File: src/rtl/w_fetch.sv
// Read-side initiator for the single-port weight RAM: issues a burst of reads
// under credit control and streams the words out through a 2-entry FIFO.
module w_fetch #(
  parameter int DATA_WIDTH = 8,
  parameter int ADDR_SIZE  = 10
) (
  input  logic                  clka,
  input  logic                  rsta,
  input  logic                  start,
  input  logic [ADDR_SIZE-1:0]  base_addr,
  input  logic [ADDR_SIZE:0]    len,
  output logic                  busy,
  output logic                  done,
  output logic                  ram_ena,
  output logic                  ram_wea,
  output logic [ADDR_SIZE-1:0]  ram_addra,
  output logic [DATA_WIDTH-1:0] ram_dina,
  input  logic [DATA_WIDTH-1:0] ram_douta,
  output logic                  m_valid,
  input  logic                  m_ready,
  output logic [DATA_WIDTH-1:0] m_data,
  output logic                  m_last
);

  typedef enum logic [1:0] {IDLE, READ, DRAIN, DONE} state_t;

  localparam logic [ADDR_SIZE:0] ONE = {{ADDR_SIZE{1'b0}}, 1'b1};

  state_t                state_q, state_d;
  logic [ADDR_SIZE-1:0]  base_q, base_d;
  logic [ADDR_SIZE:0]    len_q, len_d;
  logic [ADDR_SIZE:0]    issue_q, issue_d;
  logic [ADDR_SIZE:0]    pop_q, pop_d;
  logic                  inflight_q, inflight_d;
  logic [1:0]            count_q, count_d;
  logic                  rd_ptr_q, rd_ptr_d;
  logic                  wr_ptr_q, wr_ptr_d;
  logic [DATA_WIDTH-1:0] slot0_q, slot0_d;
  logic [DATA_WIDTH-1:0] slot1_q, slot1_d;

  logic       pop_s;
  logic       push_s;
  logic [2:0] occ_s;

  assign ram_wea   = 1'b0;
  assign ram_dina  = {DATA_WIDTH{1'b0}};
  assign busy      = (state_q != IDLE);
  assign done      = (state_q == DONE);
  assign m_valid   = (count_q != 2'd0);
  assign m_data    = rd_ptr_q ? slot1_q : slot0_q;
  assign m_last    = m_valid && ((pop_q + ONE) == len_q);
  assign ram_addra = base_q + issue_q[ADDR_SIZE-1:0];

  // Credit: words held plus the read in flight, less the word leaving now, must leave room for one more.
  always_comb begin
    pop_s   = m_valid && m_ready;
    push_s  = inflight_q;
    occ_s   = {1'b0, count_q} + {2'b00, inflight_q} - {2'b00, pop_s};
    ram_ena = (state_q == READ) && (issue_q != len_q) && (occ_s <= 3'd1);
  end

  always_comb begin
    state_d    = state_q;
    base_d     = base_q;
    len_d      = len_q;
    issue_d    = ram_ena ? issue_q + ONE : issue_q;
    pop_d      = pop_s ? pop_q + ONE : pop_q;
    inflight_d = ram_ena;
    rd_ptr_d   = pop_s ? ~rd_ptr_q : rd_ptr_q;
    wr_ptr_d   = push_s ? ~wr_ptr_q : wr_ptr_q;
    slot0_d    = slot0_q;
    slot1_d    = slot1_q;
    count_d    = count_q + {1'b0, push_s} - {1'b0, pop_s};

    if (push_s) begin
      if (wr_ptr_q) begin
        slot1_d = ram_douta;
      end else begin
        slot0_d = ram_douta;
      end
    end else begin
      slot0_d = slot0_q;
    end

    case (state_q)
      IDLE: begin
        if (start) begin
          if (len != {(ADDR_SIZE+1){1'b0}}) begin
            base_d  = base_addr;
            len_d   = len;
            issue_d = {(ADDR_SIZE+1){1'b0}};
            pop_d   = {(ADDR_SIZE+1){1'b0}};
            state_d = READ;
          end else begin
            state_d = DONE;
          end
        end else begin
          state_d = IDLE;
        end
      end
      READ: begin
        if (ram_ena && ((issue_q + ONE) == len_q)) begin
          state_d = DRAIN;
        end else begin
          state_d = READ;
        end
      end
      // The last issue always precedes the last pop, so the final word leaves from DRAIN.
      DRAIN: begin
        if (pop_s && ((pop_q + ONE) == len_q)) begin
          state_d = DONE;
        end else begin
          state_d = DRAIN;
        end
      end
      DONE:    state_d = IDLE;
      default: state_d = IDLE;
    endcase
  end

  always_ff @(posedge clka) begin
    if (rsta) begin
      state_q    <= IDLE;
      base_q     <= {ADDR_SIZE{1'b0}};
      len_q      <= {(ADDR_SIZE+1){1'b0}};
      issue_q    <= {(ADDR_SIZE+1){1'b0}};
      pop_q      <= {(ADDR_SIZE+1){1'b0}};
      inflight_q <= 1'b0;
      count_q    <= 2'd0;
      rd_ptr_q   <= 1'b0;
      wr_ptr_q   <= 1'b0;
      slot0_q    <= {DATA_WIDTH{1'b0}};
      slot1_q    <= {DATA_WIDTH{1'b0}};
    end else begin
      state_q    <= state_d;
      base_q     <= base_d;
      len_q      <= len_d;
      issue_q    <= issue_d;
      pop_q      <= pop_d;
      inflight_q <= inflight_d;
      count_q    <= count_d;
      rd_ptr_q   <= rd_ptr_d;
      wr_ptr_q   <= wr_ptr_d;
      slot0_q    <= slot0_d;
      slot1_q    <= slot1_d;
    end
  end

endmodule
File: config.mk
export PLATFORM = sky130hd
export DESIGN_NAME = w_fetch
export DESIGN_NICKNAME = d
export VERILOG_FILES = /design/src/rtl/w_fetch.sv
export SDC_FILE = /design/constraint.sdc
export NUM_CORES = 1
export LEC_CHECK = 0
export ABC_AREA = 0
export CAP_MARGIN = 25
export CORE_MARGIN = 4
export CORE_UTILIZATION = 50
export CTS_CLUSTER_DIAMETER = 150
export CTS_CLUSTER_SIZE = 14
export DETAILED_ROUTE_END_ITERATION = 8
export DONT_BUFFER_PORTS = 1
export PLACE_DENSITY = 0.75
export SLEW_MARGIN = 20
export SYNTH_ARGS = -nofsm -noshare
export SYNTH_HDL_FRONTEND = slang
export SYNTH_SLANG_ARGS = --single-unit
File: constraint.sdc
create_clock -name clka -period 3.6 [get_ports clka]
set_input_delay 0 -clock clka [delete_from_list [all_inputs] [get_ports clka]]
set_output_delay 0 -clock clka [all_outputs]
set_load 0.01 [all_outputs]
== Word level (Yosys, flattened, before mapping) ==
Index checks and enable logic that the tools add are counted.

* Flip-flop bits (word level): 66
* Bits in latches: 0
* Memory bits (writable): 0
* Memory bits (read-only): 0
* Bits of input ports: 33
* Output and inout bits: 32
* Memories kept: 0

* Add/sub/neg operators: 7
* $mul: 0
* Div/mod/pow operators: 0
* Order comparisons: 1
* Eq/ne operators: 6
* Shift-type cells: 0
* Multiplexer cells: 14
* Bitwise gates (word level): 2
* Reductions and logical operators: 13

{| class="wikitable"
|+ Operator list
! cell !! count
|-
| $mux 11 || 8
|-
| $add 11x1->11 const B || 2
|-
| $eq 11x11->1 || 2
|-
| $ne 11x11->1 || 1
|-
| $reduce_bool 11->1 || 1
|-
| $add 10x10->10 || 1
|-
| $mux 8 || 1
|-
| $pmux 2 s4 || 1
|-
| $logic_and 1x1->1 || 6
|-
| $mux 2 || 3
|-
| $eq 2x2->1 const B || 2
|-
| $reduce_and 2->1 || 2
|-
| $reduce_bool 2->1 || 2
|-
| $add 2x1->3 || 1
|-
| $le 3x1->1 const B || 1
|-
| $reduce_and 3->1 || 1
|-
| $sub 3x1->3 || 1
|-
| $add 2x1->2 || 1
|-
| $eq 2x1->1 const B || 1
|-
| $logic_not 2->1 || 1
|-
| $not 1->1 || 2
|-
| $sub 2x1->2 || 1
|-
| $mux 1 || 1
|}

== Logic depth before layout (Yosys ltp) ==
Gate-level depths: netlist of the first run.

* Depth after elaboration: 9
* Gate-level depth with buffers: 11

== Worst setup path before layout of the first run ==
Ideal clock, no wire load.

* Kind: flip-flop to flip-flop
* Start point: reg count_q[0]
* End point: reg issue_q[6]
* Library setup time: 0.128 ns
* Data arrival time: 2.470 ns
* Data required time: 3.472 ns
* Path slack: 1.002 ns
* Cell stages (with the launch flop): 12
* Buffers on the path: 1
* Period minus slack after synthesis: 2.598 ns
* Cells stage by stage: dfxtp_1 inv_1 nand3_1 o21ai_0 ha_1 fa_1 xnor2_1 or4b_1 clkbuf_1 nor4b_1 xnor2_1 nor2_1

* Cells in the longest elaborated chain, start to end: 9

{| class="wikitable"
|+ RTL lines
! item !! line !! RTL
|-
| from (decl) || 35 || <nowiki>logic [1:0] count_q, count_d;</nowiki>
|-
| from (signal assigned) || 141 || <nowiki>count_q <= count_d;</nowiki>
|-
| branches (longest 2 deep; another with $add 2x1->3) || n/a ||
|-
| $sub 3x1->3 * || 58 || <nowiki>occ_s = {1'b0, count_q} + {2'b00, inflight_q} - {2'b00, pop_s};</nowiki>
|-
| $le 3x1->1 * || 59 || <nowiki>ram_ena = (state_q == READ) && (issue_q != len_q) && (occ_s <= 3'd1);</nowiki>
|-
| $logic_and 1x1->1 * || 59 ||
|-
| $mux 11 * || 66 || <nowiki>issue_d = ram_ena ? issue_q + ONE : issue_q;</nowiki>
|-
| $mux 11 || 88 || <nowiki>if (len != {(ADDR_SIZE+1){1'b0}}) begin</nowiki>
|-
| $mux 11 || 87 || <nowiki>if (start) begin</nowiki>
|-
| $mux 11 * || 85 || <nowiki>case (state_q)</nowiki>
|-
| to (signal assigned) || 126 || <nowiki>issue_q <= {(ADDR_SIZE+1){1'b0}};</nowiki>
|-
| to (signal assigned) || 138 || <nowiki>issue_q <= issue_d;</nowiki>
|-
| to (decl) || 32 || <nowiki>logic [ADDR_SIZE:0] issue_q, issue_d;</nowiki>
|}

Every way passes the cells marked *.
A chain may end at the register's enable or synchronous reset.

== Worst setup path in the final report of the first run ==
* Start point: reg count_q[0]
* End point: out ram_ena

* Cells in the longest elaborated chain, start to end: 5

{| class="wikitable"
|+ RTL lines
! item !! line !! RTL
|-
| branches (longest 2 deep; another with $add 2x1->3) || n/a ||
|-
| $sub 3x1->3 * || 58 ||
|-
| $le 3x1->1 * || 59 ||
|-
| $logic_and 1x1->1 * || 59 ||
|-
| to (decl) || 14 || <nowiki>output logic ram_ena,</nowiki>
|}

Marks and branches as above.

==> summary.md, run 1 <==
| Metric | Value |
|---|---|
| Status | completed |
| Largest net degree at the start of global routing | 46 |
| # clock sinks | 66 |
| Netlist cell types | 57 |
| Wire length per cell | 14.9 µm |
| Gate Count Post-Synth | 470 |
| Max_cap viols | 0 |
| WS Path Type | flip-flop to output pin |
| Die area | ~9300 µm² |
| Peak VDD IR | 0.247 mV |
| Slew @ Worst Pin | between 0.6 and 0.7 ns |
| Row count | 31 |
| Switching Share | 0.262 |
| Net count, final | 535 |
| Placed inst area | 3890 µm² |
| Clk slew on worst S/H paths | around 0.07 ns |
| CTS tree | built |
| Hpwl dp | 6120 µm |
| Flop-to-flop setup slack | 0.69 ns |
| Final setup violation count | 0 |
| Max-slew violations | 0 |
| H-tree depth | 3 |
| CP endpoint | ram_ena |
| Simple-Gate Fraction of Synth Area | 0.249 |
| Skew-Pair Late Insertion Delay | 0.34 ns |
| Synth Warn # | 0 |
| Final Cell Area | 4500 µm² |
| Worst r2r path cells | 11 |
| Static Leak | 1.71 nW |
| Synth area leaders | dfxtp_1, xnor2_1, nor2_1 |
| Seq/Total Area, Yosys | 0.338 |
| Final worst path period need | between 2 and 3 ns |
| Ant diodes | 0 |
| CTS buffer count | 9 |
| Routability Congestion | 0.885 |
| DRC viols | 0 |
| Mapped cell area | 3910 µm² |
| Sequential Power Share | 0.447 |
| Min Hold Slack | 0.0181 ns |
| X dimension of the die | 96.4 µm |
| Reg2reg start | count_q[0] |
| Worst Skew | approximately 0.0079 ns |
| Clk pwr share | 0.397 |
| Area leader, netlist | dfxtp_1 |
| Grt ovf | 0 |
| Maximum fanout along the worst path | 12 |
| Post-Synth XOR/XNOR Area | 0.123 |
| DRT Pass-1 Iters | 7 |
| # IOs | between 60 and 70 |
| Synth top area share | 0.338 |
| Die Y-Extent | 96.4 µm |
| Worst setup path startpoint | count_q[0] |
| Iteration-0 DRC count of the detailed router | 134 |
| Final ANT Viol Nets | 0 |
| Setup crit end kind | output pin |
| Synth Area in Compound Gates | 0.0967 |
| Layout cells sized above 1 | 0.0771 |
| Synth async-reset ratio | 0 |
| Top_reg_cell synth | dfxtp_1 |
| Initial antenna violation count | 0 |
| First-pass GRT wire length | 14,400 µm |
| Post-synthesis adder-cell area fraction | 0.0487 |
| Crit path required time | 3.60 ns |
| EDFF count, synth | 0 |
| Initial Utilization | 0.528 |
| Final period util | 0.820 |
| Slew headroom | 0.546 |
| Final hold viol count | 0 |
| Synth-to-layout area growth | 15.1% |
| Number of global-route vias before repair | around 3,100 |
| Syn avg cell area | roughly 8.3 µm² |
| Main combinational cell family by area after synthesis | simple AND/OR/NAND/NOR gates |
| Internal power | 0.00134 W |
| Logic gate share of total power | 0.156 |
| I/O Buffers | 0 |
| Hold crit path type | input port to flip-flop |
| All-layer global routing usage | 0.199 |
| Via density | 5.51 |
| Synth top cells by count | dfxtp_1, nor2_1, nand2_1 |
| Psw | 0.000475 W |
| Most numerous cell in the Yosys netlist | dfxtp_1 |
| #FFs+latches synth | 66 |
| Post-CTS Resized | 0 |
| Setup_tns | 0 ns |
| Final core utilization | 0.607 |
| Worst Setup Start Kind | flip-flop |
| Core Footprint | 7410 µm² |
| Crit path DAT | about 3 ns |
| Mux cell area share after synthesis | 0.0794 |
| Root Driver | clkbuf_8 |
| R2R Path End | issue_q[0] |
| Via count | around 3,300 |
| Peak Freq | 339 MHz |
| PD cells | between 400 and 500 nW/µm² |
| CTS Buffer Depth | 2 |
| DRT Wirelength | 8830 µm |
| RSZ-0062 raised after global routing | no |
==> registers in the layout, summed over array words and instances (netlist names) <==
signal / flops
issue_q: 11
state_q: 2
pop_q: 11
wr_ptr_q: 1
base_q: 10
len_q: 11
inflight_q: 1
slot1_q: 8
rd_ptr_q: 1
slot0_q: 8
count_q: 2
==> final cells by class <==
class | count | area, µm²
fillers | 609 | 2910
multi-input cells | 359 | 2370
flip-flops and latches | 66 | 1320
repair buffers | 39 | 393
clock buffers | 12 | 165
well taps | 99 | 124
clock inverters | 4 | 72.6
inverters | 13 | 48.8
==> power by group through the flow <==
| stage | combinational (W) | clock [W] | sequential [W] |
|---|---|---|---|
| after CTS | 0.000283 | 0.000744 | 0.000810 |
| after global placement | 0.000233 | 0 | 0.000825 |
| after floorplan | 0.000225 | 0 | 0.000803 |
| after global routing | 0.000314 | 0.000771 | 0.000816 |
| final | 0.000283 | 0.000721 | 0.000810 |
| after detailed placement | 0.000239 | 0 | 0.000826 |
==> critical path, stage by stage, from the launching register on <==
cell and delay (ns):
dfxtp_1 0.33, inv_1 0.06, nand3_1 0.12, o21ai_0 0.11, ha_1 0.20, fa_1 0.39
xnor2_1 0.14, or4b_1 0.69, or2_2 0.40, inv_1 0.17
==> worst min-delay path by stage <==
stage | startpoint | end | cells past startpoint
floorplan | ram_douta[0] | slot0_q[0] | 2
global placement | rsta | slot0_q[0] | 1
detailed placement | rsta | slot0_q[7] | 1
CTS | start | state_q[0] | 4
global route | start | state_q[0] | 4
finish | start | state_q[0] | 4
==> cells by family after synthesis <==
logic type,Yosys count
compound gates,58
fa+ha+maj,14
other cells,1
simple gates,193
mux,30
buf+inv,53
xor+xnor,55
flops,66
==> routing by layer <==
layer / GRT usage / share of wire / up-vias
li1: - / - / 1646
met1: 0.239 / 0.44 / 1514
met2: 0.334 / 0.48 / 89
met3: 0.0542 / 0.066 / 12
met4: 0.0853 / 0.017 / 0
met5: 0 / 0 / -
==> per-stage QoR <==
| step | std cells | total power, W | setup WS, ns |
|---|---|---|---|
| final | 592 | 0.00181 | 0.648 |
| after global routing | 592 | 0.00190 | 0.459 |
| after CTS | 592 | 0.00184 | 0.624 |
| after detailed placement | 540 | 0.00107 | 0.706 |
| after global placement | 540 | 0.00106 | 0.782 |
| after floorplan | 478 | 0.00103 | 1.00 |
==> placed cells by master (no fill, tap or decap), types with 3 or more instances in the layout <==
| cell type | netlist | final |
|---|---|---|
| xnor2_1 | 36 | 36 |
| nor2_1 | 59 | 59 |
| inv_1 | 13 | 13 |
| nand2_1 | 43 | 43 |
| nand4_1 | 5 | 5 |
| ha_1 | 12 | 12 |
| dfxtp_1 | 66 | 66 |
| xor2_1 | 19 | 19 |
| nor4_1 | 9 | 9 |
| and2_1 | 4 | 4 |
| o311ai_0 | 3 | 3 |
| a21oi_1 | 25 | 25 |
| conb_1 | 1 | 9 |
| or4_1 | 6 | 6 |
| buf_4 | 10 | 3 |
| mux2_2 | 8 | 8 |
| nand3_1 | 19 | 19 |
| mux2i_1 | 22 | 22 |
| clkbuf_8 | 0 | 12 |
| nor2b_1 | 7 | 7 |
| dlygate4sd3_1 | 0 | 35 |
| nor3_1 | 11 | 10 |
| or2_2 | 5 | 5 |
| nor3b_1 | 4 | 4 |
| and4_1 | 4 | 4 |
| o21ai_0 | 10 | 10 |
==> repair_timing <==
action | in CTS | in global routing
setup buffers | 0 | 0
hold endpoints to repair | 45 | 0
hold buffers | 36 | 0
Power figures use the tool's default switching activity.
==> run 2: changes to the inputs <==
--- a/config.mk
+++ b/config.mk
@@ -13,7 +13,7 @@
 export CTS_CLUSTER_SIZE = 14
 export DETAILED_ROUTE_END_ITERATION = 8
 export DONT_BUFFER_PORTS = 1
-export PLACE_DENSITY = 0.75
+export PLACE_DENSITY = 0.78
 export SLEW_MARGIN = 20
 export SYNTH_ARGS = -nofsm -noshare
 export SYNTH_HDL_FRONTEND = slang
==> constraint.sdc (replaced) <==
create_clock -name clka -period 2.4 [get_ports clka]
set_input_delay 0 -clock clka [delete_from_list [all_inputs] [get_ports clka]]
set_output_delay 0 -clock clka [all_outputs]
set_load 0.01 [all_outputs]
==> summary.md, run 2 (synthesized netlist as in run 1, its figures left out) <==
| Metric | Value |
|---|---|
| Slew headroom | 0.605 (+0.0591) |
| R2R Path End | issue_q[7] |
| Final ANT Viol Nets | 0 (unchanged) |
| Largest net degree at the start of global routing | 46 (unchanged) |
| PD cells | 613 nW/µm² (+52%) |
| Initial antenna violation count | 1 (+1) |
| Worst path max stage delay | 0.56 ns (-0.13 ns) |
| Final setup violation count | 13 (+13) |
| Initial Utilization | 0.528 (unchanged) |
| Hpwl dp | 6550 µm (+7.0%) |
| Skew-Pair Late Insertion Delay | 0.35 ns (about the same) |
| Wire length per cell | 16.1 µm (+7.8%) |
| Clk slew on worst S/H paths | 0.07 ns (about the same) |
| CTS tree | built |
| Die Y-Extent | 96.4 µm (unchanged) |
| Placed inst area | 4120 µm² (+6.0%) |
| Failing checks | negative setup slack |
| Final hold viol count | 0 (unchanged) |
| X dimension of the die | 96.4 µm (unchanged) |
| Core Footprint | 7410 µm² (unchanged) |
| Maximum fanout along the worst path | 6 (-6) |
| Final period util | 1.07 |
| Final worst path period need | 2.57 ns |
| Layout cells sized above 1 | 0.190 (+0.113) |
| Final Cell Area | 4970 µm² (+10%) |
| Number of global-route vias before repair | 3,290 (+5.6%) |
| WS Path Type | flip-flop to output pin |
| Worst Slack Setup Final | -0.169 ns (-0.817 ns) |
| DRT Pass-1 Iters | 4 (-3) |
| Net count, final | 562 (+5.0%) |
| RSZ-0062 raised after global routing | yes |
| Iteration-0 DRC count of the detailed router | 147 (+9.7%) |
| Row count | 31 (unchanged) |
| Hold crit path type | input port to flip-flop |
| All-layer global routing usage | 0.216 (+0.0167) |
| Status | finished with violations |
| First-pass GRT wire length | 15,600 µm (+8.8%) |
| Slowest CP cell | or4b_4 |
| Setup crit end kind | output pin |
| Via density | 5.58 (+1.3%) |
| Final core utilization | 0.671 (+0.0635) |
| DRT Wirelength | 9950 µm (+13%) |
| CTS buffer count | 9 (unchanged) |
| Most common cell on crit path | buf_6 |
| Cells along the critical path | inv_2 > buf_6 > o21ai_2 > ha_2 > fa_2 > or4b_4 > or2_4 > inv_4 > buf_6 |
| Worst Setup Start Kind | flip-flop |
| Hold EP | state_q[0] |
| Die area | 9300 µm² (unchanged) |
| Min Hold Slack | 0.0217 ns (+0.00360 ns) |
| Grt ovf | 0 (unchanged) |
| Peak VDD IR | 0.320 mV (+30%) |
| Crit path DAT | 2.57 ns (-0.38 ns) |
| Hold depth | 4 (unchanged) |
| Most frequent cells in the layout | dfxtp_1, nor2_1, nand2_1 |
| Max-slew violations | 0 (unchanged) |
| Worst Hold Launch | start |
| Peak Freq | ~400 MHz |
| Worst r2r path cells | 11 (unchanged) |
| # clock sinks | 66 (unchanged) |
| Top Registers | issue_q: 11 flops, len_q: 11 flops, pop_q: 11 flops |
| Crit path required time | 2.40 ns (-1.20 ns) |
| Flop-to-flop setup slack | -0.12 ns (-0.81 ns) |
| DRC viols | 0 (unchanged) |
| I/O Buffers | 0 (unchanged) |
| H-tree depth | 3 (unchanged) |
| Commonest non-fill, non-tap cell in the layout | dfxtp_1 |
| Root Driver | clkbuf_8 |
| Slew @ Worst Pin | 0.591 ns (-0.0853 ns) |
| Setup_tns | -1.19 ns (-1.19 ns) |
| Synth-to-layout area growth | 27.1% |
| Ant diodes | 0 (unchanged) |
| # IOs | 65 (unchanged) |
| Reg2reg start | count_q[0] |
| Max_cap viols | 0 (unchanged) |
| Static Leak | 1.91 nW (+11%) |
| Via count | 3,453 (+5.9%) |
| CTS Buffer Depth | 2 (unchanged) |
| Worst Skew | 0.00900 ns (+0.00114 ns) |
| Routability Congestion | 0.883 (-0.29%) |
[run 2: changes by cell type in the layout (fill, tap and decap cells not counted), sizes merged]
cell,delta
buf,+28
bufinv,+2
dlygate4sd3,-1
clkbuf,-1
clkinvlp,-1
[run 2: layer usage]
layer / routed length [µm] / up-vias / GRT usage / part of all wire
met3: 675 / 28 / 0.0612 / 0.068
met2: 4860 / 111 / 0.359 / 0.49
met4: 250 / 4 / 0.0993 / 0.025
met1: 4140 / 1621 / 0.257 / 0.42
li1: - / 1689 / - / -
met5: 21 / - / 0 / 0.0021
[run 2: how the worst max path moves through the flow]
stage | from | to | slack (ns) | cells after the start
final | count_q[0] | ram_ena | -0.17 | 9
after global routing | count_q[0] | issue_q[10] | -0.25 | 11
after CTS | count_q[0] | ram_ena | -0.20 | 9
after detailed placement | count_q[0] | issue_q[5] | -0.15 | 10
after global placement | count_q[0] | issue_q[6] | -0.05 | 11
after floorplan | count_q[0] | issue_q[6] | 0.001 | 11
[run 2: layout make-up]
class | instances | area, µm²
clock buffers | 11 | 141
clock inverters | 5 | 125
fillers | 552 | 2440
inverters | 13 | 51.3
multi-input cells | 359 | 2580
flip-flops and latches | 66 | 1330
well taps | 99 | 124
repair buffers | 66 | 619
[run 2: through the flow]
step	setup slack, ns	total power (W)	instances
floorplan	0.00103	0.00158	478
global placement	-0.0505	0.00165	560
detailed placement	-0.153	0.00166	560
CTS	-0.196	0.00301	617
global route	-0.246	0.00317	619
finish	-0.169	0.00304	619
[run 2: what timing repair did]
action / CTS / global route
pin swaps: 14 / 24
gates resized for setup: 15 / 25
buffers inserted: 6 / 3
cloned: 0 / 0
hold buffers: 35 / 0
setup endpoints to repair: 16 / 19
endpoints found under the hold margin: 45 / 0
[run 2: worst max-delay path: cells and delay by family, from the launching register on]
| kind | cells | cell delay (ns) |
|---|---|---|
| DFF | 1 | 0.33 |
| AOI/OAI and AO/OA | 1 | 0.10 |
| and+or+nand+nor | 2 | 0.84 |
| adders and majority gates | 2 | 0.62 |
| buffers and inverters | 4 | 0.33 |
[run 2: where the power goes]
part           total, W  internal [W]  switching [W]
Clock           0.00126      0.000823       0.000436
Combinational  0.000581      0.000267       0.000314
Sequential      0.00120       0.00115      0.0000561
